--- src/rtl/parking_pkg.sv ---
// Shared definitions for the countdown bank.
// Holds the per-channel state encoding, the default clock frequency used
// as the prescaler division, and a helper that sizes channel-select buses.
// No ports: this is a package imported by countdown_bank and countdown_channel.
package parking_pkg;

   // Default system clock frequency; one count tick per second at this rate.
   localparam int CLK_HZ = 100000000;

   // RUN is encoded as 1 so the state bit doubles as the "active" flag.
   typedef enum logic {
      IDLE = 1'b0,
      RUN  = 1'b1
   } chan_state_t;

   // Width of a channel index; a single-channel bank still needs one bit.
   function automatic int ch_width(input int n);
      return (n > 1) ? $clog2(n) : 1;
   endfunction

endpackage

--- src/rtl/countdown_channel.sv ---
// One countdown channel: a two-state (IDLE/RUN) FSM with a down counter.
// Ports:
//   clk        - system clock, rising edge
//   reset      - synchronous active-high reset
//   tick       - one-cycle count strobe from the shared prescaler
//   load       - load strobe already decoded for this channel
//   load_value - start value; zero means "expire immediately"
//   cancel     - cancel strobe already decoded for this channel
//   pause      - hold; ticks are ignored while high
//   remaining  - current count (registered)
//   active     - high while in RUN
//   expired    - one-cycle pulse when the count reaches zero
module countdown_channel
   import parking_pkg::*;
#(
   parameter int WIDTH = 7
) (
   input  logic             clk,
   input  logic             reset,
   input  logic             tick,
   input  logic             load,
   input  logic [WIDTH-1:0] load_value,
   input  logic             cancel,
   input  logic             pause,
   output logic [WIDTH-1:0] remaining,
   output logic             active,
   output logic             expired
);

   chan_state_t      state;
   chan_state_t      state_next;
   logic [WIDTH-1:0] count_next;
   logic             expired_next;

   // State, count and expiry pulse are all held in flops so every output
   // of the channel comes straight from a register.
   always_ff @(posedge clk) begin
      if (reset) begin
         state     <= IDLE;
         remaining <= '0;
         expired   <= 1'b0;
      end else begin
         state     <= state_next;
         remaining <= count_next;
         expired   <= expired_next;
      end
   end

   assign active = (state == RUN);

   // Priority is load, then cancel, then tick. Load restarts the channel
   // from any state and swallows a coincident tick. Cancel beats a final
   // tick, so a cancelled countdown never produces an expiry pulse. RUN
   // always holds a non-zero count, so the decrement cannot wrap.
   always_comb begin
      state_next   = state;
      count_next   = remaining;
      expired_next = 1'b0;
      if (load) begin
         if (load_value != '0) begin
            state_next = RUN;
            count_next = load_value;
         end else begin
            state_next   = IDLE;
            count_next   = '0;
            expired_next = 1'b1;
         end
      end else if (cancel) begin
         if (state == RUN) begin
            state_next = IDLE;
            count_next = '0;
         end
      end else if (state == RUN && tick && !pause && remaining != '0) begin
         count_next = remaining - WIDTH'(1);
         if (remaining == WIDTH'(1)) begin
            state_next   = IDLE;
            expired_next = 1'b1;
         end
      end
   end

endmodule

--- src/rtl/countdown_bank.sv ---
// Bank of independent countdown timers sharing one free-running prescaler.
// Ports:
//   clk        - system clock, rising edge
//   reset      - synchronous active-high reset
//   load       - one-cycle load strobe for channel load_ch
//   load_ch    - target of load; values >= CHANNELS are ignored
//   load_value - start value for load
//   cancel     - one-cycle cancel strobe for channel cancel_ch
//   cancel_ch  - target of cancel; values >= CHANNELS are ignored
//   pause      - per-channel hold, freezes that channel's count
//   remaining  - packed counts, channel i at [i*WIDTH +: WIDTH]
//   active     - channel i is running
//   expired    - one-cycle pulse when channel i reaches zero
//   tick       - one-cycle prescaler pulse, every TICK_DIV cycles
module countdown_bank
   import parking_pkg::*;
#(
   parameter  int CHANNELS = 4,
   parameter  int WIDTH    = 7,
   parameter  int TICK_DIV = CLK_HZ,
   localparam int CH_W     = ch_width(CHANNELS)
) (
   input  logic                      clk,
   input  logic                      reset,
   input  logic                      load,
   input  logic [CH_W-1:0]           load_ch,
   input  logic [WIDTH-1:0]          load_value,
   input  logic                      cancel,
   input  logic [CH_W-1:0]           cancel_ch,
   input  logic [CHANNELS-1:0]       pause,
   output logic [CHANNELS*WIDTH-1:0] remaining,
   output logic [CHANNELS-1:0]       active,
   output logic [CHANNELS-1:0]       expired,
   output logic                      tick
);

   localparam int            PW   = $clog2(TICK_DIV);
   localparam logic [PW-1:0] LAST = PW'(TICK_DIV - 1);

   logic [PW-1:0]       presc;
   logic [CHANNELS-1:0] load_sel;
   logic [CHANNELS-1:0] cancel_sel;

   // Free-running prescaler. It is only ever cleared by reset, never by a
   // load, so all channels share one tick phase. The tick flop is set from
   // the terminal count, which places the first tick TICK_DIV cycles after
   // reset is released.
   always_ff @(posedge clk) begin
      if (reset) begin
         presc <= '0;
         tick  <= 1'b0;
      end else begin
         tick  <= (presc == LAST);
         presc <= (presc == LAST) ? '0 : presc + PW'(1);
      end
   end

   // Channel-select decode. Only indices that exist are compared, so an
   // out-of-range load_ch or cancel_ch simply matches nothing.
   always_comb begin
      load_sel   = '0;
      cancel_sel = '0;
      for (int i = 0; i < CHANNELS; i++) begin
         load_sel[i]   = load   && (load_ch   == CH_W'(i));
         cancel_sel[i] = cancel && (cancel_ch == CH_W'(i));
      end
   end

   for (genvar g = 0; g < CHANNELS; g++) begin : g_ch
      countdown_channel #(
         .WIDTH (WIDTH)
      ) u_ch (
         .clk        (clk),
         .reset      (reset),
         .tick       (tick),
         .load       (load_sel[g]),
         .load_value (load_value),
         .cancel     (cancel_sel[g]),
         .pause      (pause[g]),
         .remaining  (remaining[g*WIDTH +: WIDTH]),
         .active     (active[g]),
         .expired    (expired[g])
      );
   end

endmodule

--- config.mk ---
export PLATFORM = sky130hd
export DESIGN_NAME = countdown_bank
export DESIGN_NICKNAME = d
export VERILOG_FILES = /design/src/rtl/parking_pkg.sv /design/src/rtl/countdown_channel.sv /design/src/rtl/countdown_bank.sv
export SDC_FILE = /design/constraint.sdc
export NUM_CORES = 1
export LEC_CHECK = 0
export CORE_ASPECT_RATIO = 2
export CORE_MARGIN = 2
export CORE_UTILIZATION = 41
export DETAILED_ROUTE_END_ITERATION = 16
export HOLD_SLACK_MARGIN = 0.12
export PLACE_DENSITY_LB_ADDON = 0.25
export SLEW_MARGIN = 20
export SYNTH_ARGS = -nofsm -noshare
export SYNTH_HDL_FRONTEND = slang
export SYNTH_HIERARCHICAL = 1
export SYNTH_SLANG_ARGS = --single-unit
--- constraint.sdc ---
create_clock -name clk -period 1.7 [get_ports clk]
set_input_delay 0.17 -clock clk [delete_from_list [all_inputs] [get_ports clk]]
set_output_delay 0.17 -clock clk [all_outputs]
set_load 0.01 [all_outputs]
# Yosys cells after proc, flatten, opt, wreduce, memory -nomap -nowiden
# Index checks and enable logic that the tools add are counted.
dict set report word_totals {
  regBits 64
  latchBits 0
  ramBits 0
  rom_bits 0
  in_bits 19
  output_inout_bits 37
  memories 0
}
dict set report classes {
  add_sub_neg 5
  mul 0
  n_div 0
  magnitude_cmp 0
  eq_ne 15
  shift 0
  mux 51
  n_bitwise 0
  reduce_logical 48
}
# op n
set ops {}
lappend ops {{$mux W7} 17}
lappend ops {{$reduce_bool A7 Y1} 5}
lappend ops {{$mux W1} 34}
lappend ops {{$eq A7 B1 Y1 const B} 4}
lappend ops {{$sub A7 B1 Y7 const B} 4}
lappend ops {{$add A27 B1 Y27 const B} 1}
lappend ops {{$eq A27 B27 Y1 const B} 1}
lappend ops {{$reduce_bool A3 Y1} 8}
lappend ops {{$logic_and A1 B1 Y1} 20}
lappend ops {{$reduce_and A2 Y1} 8}
lappend ops {{$ne A3 B2 Y1 const B} 4}
lappend ops {{$eq A2 B2 Y1 const B} 4}
lappend ops {{$eq A2 B1 Y1 const B} 2}
lappend ops {{$logic_not A1 Y1} 4}
lappend ops {{$logic_not A2 Y1} 2}
lappend ops {{$reduce_or A2 Y1} 1}

# Depth between registers and ports, before layout
# Gate-level depths: netlist (run 1).
dict set report logic_depth {
  word_depth 6
  depth_mapped 7
  depth_no_buf 6
}

# Cells and area by module
# Netlist (run 1), hierarchy kept.
# mod instances cells_each area_per_inst_um2 seq_area_each_um2
set by_module_without_submodules {}
lappend by_module_without_submodules {countdown_channel 4 80 679.4 180.2}
lappend by_module_without_submodules {countdown_bank 1 169 1448.9 560.5}

# Worst setup path after synthesis (run 1)
# OpenSTA, ideal clock, no wires.
dict set report synth_timing {
  path_kind {reg2reg}
  startpoint {register g_ch[0].u_ch.remaining[0]}
  endpoint {register g_ch[0].u_ch.remaining[0]}
  setup_ns 0.088
  t_arrival_ns 1.740
  slack_ns -0.128
  stages_incl_launch_ff 7
  path_cell_list {dfxtp_1 > inv_1 > ha_1 > or3b_2 > o221ai_4 > or3_2 > a311oi_2}
}
dict set report synth_via {
  elab_chain_len 4
  word_cells_on_any_way 8
  cone_classes {add/sub (1); mux (3); reduce/logical (4)}
}
# element line_no
set synth_rtl {}
lappend synth_rtl {{from (decl)} countdown_channel.sv:25} ;# output logic [WIDTH-1:0] remaining,
lappend synth_rtl {{from (signal assigned)} countdown_channel.sv:44} ;# remaining <= count_next;
lappend synth_rtl {{$sub A7 B1 Y7 / $reduce_bool A7 Y1 (equally long branches)} {countdown_channel.sv:74, countdown_channel.sv:73}}
lappend synth_rtl {{$mux W7 / $logic_and A1 B1 Y1 (equally long branches)} countdown_channel.sv:73} ;# end else if (state == RUN && tick && !pause && remaining != '0) begin
lappend synth_rtl {{$mux W7 / $reduce_bool A3 Y1 (equally long branches)} -}
lappend synth_rtl {{$mux W7 / $reduce_and A2 Y1 (equally long branches)} -}
# Parallel ways exist; a longest one is shown, timed or not. The select of a mux whose other input is x is not followed.
# A chain may end at the register's enable or synchronous reset.

# Final worst setup path (run 1)
dict set report layout_timing {
  startpoint {register presc[11]}
  endpoint {register presc[16]}
}
dict set report layout_via {
  elab_chain_len 2
  word_cells_on_any_way 3
  cone_classes {add/sub (1); eq/ne (1); reduce/logical (1)}
}
# element line_no
set layout_rtl {}
lappend layout_rtl {{from (decl)} countdown_bank.sv:40} ;# logic [PW-1:0] presc;
lappend layout_rtl {{from (signal assigned)} countdown_bank.sv:54} ;# presc <= (presc == LAST) ? '0 : presc + PW'(1);
lappend layout_rtl {{parallel branches: the longest is 2 deep, another holds $add A27 B1 Y27} -}
# Several ways; the timed one is not identified.

==> flow_metrics.tcl, run 1 <==
set metrics [dict create \
    outcome "finished, violations left" \
    violations "negative setup slack" \
    cts_root_buf "clkbuf_16" \
    async_reset_ff_share_pct 0 \
    clkSlewWorstSetupHoldPaths_ns 0.06 \
    yosys-mux-area-fraction_pct 0.961 \
    drt_first_pass_iters 5 \
    diodes 0 \
    fin_ws_ns -0.174 \
    yosysSeqAreaShare_pct 30.8 \
    post_synth.cell_area_avg_um2 8.52 \
    crit_path_end_kind "register" \
    grt_start_max_net_pins 21 \
    gp_congestion 0.907 \
    ys_ff_latch 64 \
    sw_frac_of_total_pct 26.7 \
    avgRoutedWirePerCell_um 16.7 \
    finalSetupViolCount 22 \
    initial_core_util_pct 41.6 \
    p_sw_w 0.00118 \
    numClockSinks 64 \
    cts_tree "built" \
    fmaxAchievable_mhz 534 \
    vdd_drop_max_v 0.000554 \
    arrival_ns 2.09 \
    post-route-period-util_pct 110 \
    hold_viol_final 0 \
    die_h_um 147 \
    synth.area.top_cells "dfxtp_1, nor2_1, a21oi_1" \
    p_int_w 0.00325 \
    num_vias 4538 \
    layout_common_cells "buf_4, dfxtp_1, clkdlybuf4s50_1" \
    synthXorXnorAreaFrac_pct 3.36 \
    grt_pass1_wl_um 21200 \
    drv_slew 0 \
    grt_pass1_vias 4620 \
    setup-tns-final_ns -3.39 \
    drc 0 \
    holdCritPathClass "in2reg" \
    grt_usage_pct 24.8 \
    drt_wl_total_um 13400 \
    htree_num_levels 3 \
    die_w_um 75.3 \
    synth_compound_area_share_pct 19.3 \
    p_seq_share_pct 35.9 \
    synth_adder_area_share_pct 3.90 \
    place.port_buffers 55 \
    hpwl_um 10500 \
    yosys.area_share.simple_pct 35.7 \
    rsz0062_at_grt "yes" \
    path_max_fanout 9 \
    synthDistinctLibCells 57 \
    criticalPathCategory "reg2reg" \
    power_frac_comb_pct 21.4 \
    synth_edf_count 0 \
    worstPathRequired_ns 1.92 \
    synth_nets 521 \
    synth_top_family_by_area "simple AND/OR/NAND/NOR gates" \
    rows 52 \
    slew_headroom_pct 65.6 \
    tightest_slew_ns 0.516 \
    clk_latency_ns 0.34 \
    final_common_cell "buf_4" \
    ctsLongestPathBuffers 2 \
    core_mm2 0.0100 \
    synth-main-ff-cell "dfxtp_1" \
    overflow 0 \
    p_leak_nw 2.46 \
    layout-drive-gt1-share_pct 33.4 \
    io_pins 56 \
    fin_skew_ns 0.0106 \
    synth_top_area_cell "dfxtp_1" \
    clkPwrFrac_pct 42.7 \
    initialDrtViolationCount 197 \
    yosys.area.top_type_share_pct 30.8 \
    area_growth_pct 47.7 \
    netlist_area_mm2 0.00417 \
    avgViaCountPerCell 5.64 \
    powerDensity_mw_per_mm2 721 \
    max-cap-violations 0 \
    dieArea_mm2 0.0110 \
    yosys_warnings 6 \
    final_nets 697 \
    cts-buffers-inserted 9 \
    syn_inst 489 \
    antenna_found_initial 0 \
    period_minus_slack_ns 1.87 \
    cp-start-kind "register" \
    timing.hold.ws_ns 0.295 \
    ant_nets 0 \
]
==> through the flow <==
stage / utilization [%] / total power (W) / worst slack, ns / instances / area (um2)
after detailed placement: 57.0 / 0.00253 / -0.375 / 786 / 5710
after CTS: 60.7 / 0.00445 / -0.172 / 803 / 6080
after global placement: 57.0 / 0.00251 / -0.351 / 786 / 5710
after global routing: 61.4 / 0.00460 / -0.273 / 805 / 6150
after floorplan: - / 0.00207 / -0.0892 / 489 / 4200
final: 61.4 / 0.00444 / -0.174 / 805 / 6150
==> state kept, by name (all words and copies together), names as in the netlist <==
register	cells
g_ch.u_ch/active	4
g_ch.u_ch/expired	4
g_ch.u_ch/remaining	28
tick	1
presc	27
==> final timing paths <==
path | startpoint | endpoint | slack, ns | cells after the start
setup / recovery | presc[11] | presc[16] | -0.17 | 6
hold / removal | reset | g_ch[1].u_ch/remaining[0] | 0.29 | 2
setup reg to reg | presc[11] | presc[16] | -0.17 | 6
hold reg to reg | presc[26] | presc[26] | 0.49 | 2
==> kinds of logic after synthesis <==
logic type / count (synthesis)
compound gates: 106
xor+xnor: 16
fa+ha+maj: 13
buf+inv: 41
flops: 64
mux: 4
simple gates: 245
==> power groups by stage <==
stage	Combinational [W]	Sequential (W)	Clock, W
floorplan	0.000417	0.00166	0
global placement	0.000896	0.00162	0
detailed placement	0.000909	0.00162	0
CTS	0.000930	0.00159	0.00193
global route	0.00102	0.00160	0.00199
finish	0.000950	0.00159	0.00189
==> worst max-delay path, cell delays in order, from the launching register on <==
cell and delay [ns]:
dfxtp_2 0.32, or4b_4 0.54, nor4b_4 0.26, a31oi_1 0.20
buf_4 0.22, a21oi_1 0.14, mux2i_1 0.08
==> per-layer routing <==
layer	GRT usage (%)	part of all wire, %	vias up
met5	0	0	-
met4	14.4	5.3	0
met3	4.07	3.6	56
met2	46.0	55	142
met1	24.1	36	2159
li1	-	-	2181
==> what timing repair did <==
item / in CTS / in global routing
gates resized for setup: 21 / 22
endpoints found under the hold margin: 0 / 0
pin swaps: 17 / 10
hold buffers: 0 / 0
buffers inserted: 1 / 2
setup endpoints to repair: 44 / 36
==> final cells by class <==
class | instances | area (um2)
inverter | 21 | 78.8
sequential | 64 | 1300
multi-input combinational | 384 | 2750
clock inverter | 3 | 40.0
tap | 135 | 169
clock buffer | 13 | 260
fill | 959 | 3870
timing repair buffer | 185 | 1550
==> synth_stat cells (all sizes together) (5+ instances only) <==
cell type,n
buf,7
nand4,11
or4,8
xnor2,5
nand4b,9
nor3,13
and4,6
and3b,6
a21oi,38
nor2,53
clkbuf,12
nor3b,10
and3,11
dfxtp,64
o221ai,5
o21ai,14
inv,21
a211o,8
ha,13
nor4b,9
nand2,44
or3b,5
xor2,11
nor4,10
nand3,22
o31ai,12
Note: power is estimated with default switching activity, not from simulation.
==> run 2, diff against run 1 <==
--- a/config.mk
+++ b/config.mk
@@ -5,12 +5,13 @@
 export SDC_FILE = /design/constraint.sdc
 export NUM_CORES = 1
 export LEC_CHECK = 0
+export ABC_AREA = 1
 export CORE_ASPECT_RATIO = 2
 export CORE_MARGIN = 2
 export CORE_UTILIZATION = 41
 export DETAILED_ROUTE_END_ITERATION = 16
 export HOLD_SLACK_MARGIN = 0.12
-export PLACE_DENSITY_LB_ADDON = 0.25
+export PLACE_DENSITY = 0.75
 export SLEW_MARGIN = 20
 export SYNTH_ARGS = -nofsm -noshare
 export SYNTH_HDL_FRONTEND = slang
==> flow_metrics.tcl, run 2 <==
set metrics [dict create \
    outcome "complete, no violations" \
    netlist_area_mm2 0.00448 \
    io_pins 56 \
    finalSetupViolCount 0 \
    cp_num_buf_inv 1 \
    synthXorXnorAreaFrac_pct 2.15 \
    synth_nets 742 \
    grt_pass1_vias 4417 \
    cp-start-kind "register" \
    synth-main-ff-cell "dfxtp_1" \
    largest_reg_flops 28 \
    fin_ws_ns 0.113 \
    vdd_drop_max_v 0.000524 \
    tightest_slew_ns 0.436 \
    final_common_cell "nand2_1" \
    worstPathRequired_ns 1.53 \
    grt_usage_pct 20.7 \
    synth_top_area_cell "dfxtp_1" \
    layout-drive-gt1-share_pct 16.5 \
    final_nets 833 \
    setup-tns-final_ns 0 \
    die_h_um 152 \
    post_synth.cell_area_avg_um2 6.31 \
    yosys.area_share.simple_pct 50.3 \
    critPathMaxStageDelay_ns 0.60 \
    synth_adder_area_share_pct 3.63 \
    die_w_um 77.9 \
    ant_nets 0 \
    ys_ff_latch 64 \
    postCtsSetupBuffers 0 \
    holdCritPathClass "reg2reg" \
    yosys_warnings 6 \
    crit_path_end_kind "primary output" \
    slowest_stage "clkdlybuf4s50_1" \
    path_max_fanout 6 \
    timing.hold.ws_ns 0.457 \
    arrival_ns 1.42 \
    numClockSinks 64 \
    async_reset_ff_share_pct 0 \
    synthDistinctLibCells 29 \
    yosys.area.top_type_share_pct 28.6 \
    core_mm2 0.0108 \
    hold_viol_final 0 \
    design_area_mm2 0.00566 \
    synth_top_family_by_area "simple AND/OR/NAND/NOR gates" \
    synth_edf_count 0 \
    drc 0 \
    htree_num_levels 3 \
    antenna_found_initial 0 \
    place.port_buffers 55 \
    slew_headroom_pct 70.8 \
    syn_inst 710 \
    fin_skew_ns 0.00835 \
    num_vias 4642 \
    layout_common_cells "nand2_1, nor2_1, inv_1" \
    clk_latency_ns 0.33 \
    yosysSeqAreaShare_pct 28.6 \
    drv_slew 0 \
    finalCoreUtilization_pct 52.4 \
    p_leak_nw 2.50 \
    area_growth_pct 26.4 \
    diodes 0 \
    crit_family "buffers and inverters" \
    grt_pass1_wl_um 19300 \
    cts_resized 0 \
    cts_tree "built" \
    yosysMostFrequentCell "nand2_1" \
    synth.area.top_cells "dfxtp_1, nand2_1, nor2_1" \
    top_register "g_ch.u_ch/remaining" \
    drt_wl_total_um 11700 \
    rows 54 \
    max-cap-violations 0 \
    initial_core_util_pct 41.4 \
    post-route-period-util_pct 93.4 \
    powerDensity_mw_per_mm2 783 \
    grt_start_max_net_pins 25 \
    avgViaCountPerCell 4.91 \
    avgRoutedWirePerCell_um 12.3 \
    synth_compound_area_share_pct 6.06 \
    fmaxAchievable_mhz 630 \
    initialDrtViolationCount 256 \
    clkSlewWorstSetupHoldPaths_ns 0.05 \
    overflow 0 \
    period_minus_slack_ns 1.59 \
    largest_registers "g_ch.u_ch/remaining (28), presc (27)" \
    cts_root_buf "clkbuf_16" \
    yosys-mux-area-fraction_pct 0 \
    rsz0062_at_grt "no" \
    postCtsHoldBufs 0 \
    ctsLongestPathBuffers 2 \
    gp_congestion 0.938 \
    synth_common_cells "nand2_1, nor2_1, inv_1, dfxtp_1, nand3_1" \
    pre_cts_slack_ns -0.0694 \
    hpwl_um 9270 \
    drt_first_pass_iters 5 \
    placed_cell_area_mm2 0.00539 \
    path_cells "clkdlybuf4s50_1" \
    cts-buffers-inserted 9 \
    criticalPathCategory "reg2out" \
    dieArea_mm2 0.0118 \
]
==> run 2: power breakdown <==
group	switching, W	total, W	internal [W]
logic	0.000624	0.00110	0.000472
registers	0.0000854	0.00166	0.00157
clock network	0.000659	0.00168	0.00102
==> run 2: metal layers <==
| metal | wire (um) | share of wire, % | vias up | track usage, % |
|---|---|---|---|---|
| met5 | 0 | 0 | - | 0 |
| met4 | 454 | 3.9 | 0 | 12.4 |
| met3 | 381 | 3.3 | 32 | 2.90 |
| met2 | 6680 | 57 | 112 | 42.0 |
| met1 | 4160 | 36 | 2104 | 18.9 |
| li1 | - | - | 2394 | - |
==> run 2: final cells by class <==
cell class,count,area (um2)
clock buffer,12,246
clock inverter,4,20.0
multi-input combinational,545,2790
fill,1068,5150
timing repair buffer,86,796
inverter,95,357
tap,140,175
sequential,64,1280
==> run 2: stage by stage <==
| step | power (W) | instances |
|---|---|---|
| 2_1_floorplan | 0.00239 | 710 |
| 3_3_place_gp | 0.00278 | 930 |
| 3_5_place_dp | 0.00279 | 930 |
| 4_1_cts | 0.00447 | 946 |
| 5_1_grt | 0.00469 | 946 |
| 6_report | 0.00443 | 946 |
==> run 2: path summary, 6_finish.rpt <==
path	startpoint	end	slack, ns	cells past startpoint
worst max-delay path	g_ch[3].u_ch/remaining[2]	remaining[23]	0.11	1
worst min register to register	presc[26]	presc[26]	0.46	2
worst max register to register	presc[1]	presc[22]	0.15	8
worst min-delay path	presc[26]	presc[26]	0.46	2
==> run 2: cells by family (layout without fill, tap and decap cells) <==
group | count (synthesis) | count (layout)
AOI/OAI and AO/OA | 51 | 51
xor gates and xnor gates | 11 | 11
adders and majority gates | 13 | 13
buffers and inverters | 101 | 197
DFF | 64 | 64
and+or+nand+nor | 470 | 470
==> run 3, diff against run 2 <==
--- a/config.mk
+++ b/config.mk
@@ -11,7 +11,7 @@
 export CORE_UTILIZATION = 41
 export DETAILED_ROUTE_END_ITERATION = 16
 export HOLD_SLACK_MARGIN = 0.12
-export PLACE_DENSITY = 0.75
+export PLACE_DENSITY = 0.73
 export SLEW_MARGIN = 20
 export SYNTH_ARGS = -nofsm -noshare
 export SYNTH_HDL_FRONTEND = slang
==> constraint.sdc (replaced) <==
create_clock -name clk -period 1.8 [get_ports clk]
set_input_delay 0.18 -clock clk [delete_from_list [all_inputs] [get_ports clk]]
set_output_delay 0.18 -clock clk [all_outputs]
set_load 0.01 [all_outputs]
==> flow_metrics.tcl, run 3 (synthesis results as in run 2) <==
set metrics [dict create \
    cp-start-kind "register" \
    gp_congestion 0.949 \
    cp_num_buf_inv 1 \
    grt_usage_pct 22.0 \
    finalSetupViolCount 0 \
    die_w_um 77.9 \
    period_minus_slack_ns 1.60 \
    final_nets 820 \
    worstPathRequired_ns 1.62 \
    p_leak_nw 2.47 \
    dp.cells 917 \
    htree_num_levels 3 \
    final_common_cell "nand2_1" \
    path_depth 1 \
    layout_common_cells "nand2_1, nor2_1, inv_1" \
    path_cells "clkdlybuf4s50_1" \
    grt_pass1_wl_um 20400 \
    clkPwrFrac_pct 44.4 \
    io_pins 56 \
    slowest_stage "clkdlybuf4s50_1" \
    dieArea_mm2 0.0118 \
    postCtsHoldBufs 0 \
    timing.hold.ws_ns 0.471 \
    sw_frac_of_total_pct 28.9 \
    largest_registers "g_ch.u_ch/remaining (28), presc (27)" \
    critPathMaxStageDelay_ns 0.60 \
    setup-tns-final_ns 0 \
    ctsLongestPathBuffers 2 \
    num_vias 4673 \
    reg2reg_depth 8 \
    drt_first_pass_iters 5 \
    top_register "g_ch.u_ch/remaining" \
    drc 0 \
    criticalPathCategory "reg2out" \
    fin_skew_ns 0.00785 \
    path_max_fanout 6 \
    rsz0062_at_grt "no" \
    cts_root_buf "clkbuf_16" \
    antenna_found_initial 0 \
    ant_nets 0 \
    hold_viol_final 0 \
    p_sw_w 0.00136 \
    clkSlewWorstSetupHoldPaths_ns 0.06 \
    numClockSinks 64 \
    overflow 0 \
    area_growth_pct 25.9 \
    p_seq_share_pct 33.5 \
    post-route-period-util_pct 89.0 \
    vdd_drop_max_v 0.000525 \
    postCtsSetupBuffers 0 \
    max-cap-violations 0 \
    outcome "complete, no violations" \
    grt_start_max_net_pins 25 \
    hpwl_um 9780 \
    slew_headroom_pct 72.4 \
    avgViaCountPerCell 5.01 \
    holdCritPathClass "reg2reg" \
    place.port_buffers 55 \
    power_frac_comb_pct 22.1 \
    clk_latency_ns 0.34 \
    cts-buffers-inserted 9 \
    powerDensity_mw_per_mm2 833 \
    initialDrtViolationCount 219 \
    p_int_w 0.00334 \
    core_mm2 0.0108 \
    fmaxAchievable_mhz 624 \
    hold_path_depth 2 \
    tightest_slew_ns 0.413 \
    drv_slew 0 \
    stdcell_count 933 \
    largest_reg_flops 28 \
    avgRoutedWirePerCell_um 13.6 \
    cts_tree "built" \
    drt_wl_total_um 12700 \
    crit_family "buffers and inverters" \
    die_h_um 152 \
    arrival_ns 1.42 \
    initial_core_util_pct 41.4 \
    grt_pass1_vias 4460 \
    crit_path_end_kind "primary output" \
    cts_resized 0 \
    rows 54 \
    layout-drive-gt1-share_pct 15.4 \
    diodes 0 \
]
==> run 3: area by class of cell <==
| cell class | instances | area, um2 |
|---|---|---|
| clock buffer | 11 | 253 |
| clock inverter | 5 | 103 |
| fill | 1111 | 5170 |
| inverter | 95 | 357 |
| multi-input combinational | 545 | 2790 |
| sequential | 64 | 1280 |
| tap | 140 | 175 |
| timing repair buffer | 73 | 686 |
==> run 3: power by group through the flow <==
stage	Combinational, W	Clock [W]	Sequential [W]
6_report	0.00104	0.00209	0.00157
5_1_grt	0.00116	0.00220	0.00158
4_1_cts	0.00103	0.00212	0.00157
3_5_place_dp	0.00103	0	0.00160
3_3_place_gp	0.00102	0	0.00160
2_1_floorplan	0.000642	0	0.00161
==> run 3: metrics by stage <==
stage | instance area [um2] | worst slack (ns) | util [%] | total power [W]
floorplan | 4480 | 0.320 | - | 0.00225
global placement | 5280 | -0.0399 | 48.9 | 0.00262
detailed placement | 5280 | -0.0434 | 48.9 | 0.00263
CTS | 5640 | 0.196 | 52.2 | 0.00473
global route | 5640 | 0.0893 | 52.2 | 0.00494
finish | 5640 | 0.198 | 52.2 | 0.00470
==> run 3: worst paths after layout <==
kind | startpoint | to | slack, ns
hold reg to reg | presc[26] | presc[26] | 0.47
setup reg to reg | presc[0] | presc[13] | 0.22
hold / removal | presc[26] | presc[26] | 0.47
setup / recovery | g_ch[3].u_ch/remaining[2] | remaining[23] | 0.20
==> run 3: metal layers <==
metal	part of all wire [%]	up-vias	GRT usage [%]	wire length, um
met5	0	-	0	0
met1	35	2121	19.8	4400
met4	3.8	0	11.2	477
met2	58	135	45.6	7310
met3	3.9	36	3.38	493
li1	-	2381	-	-
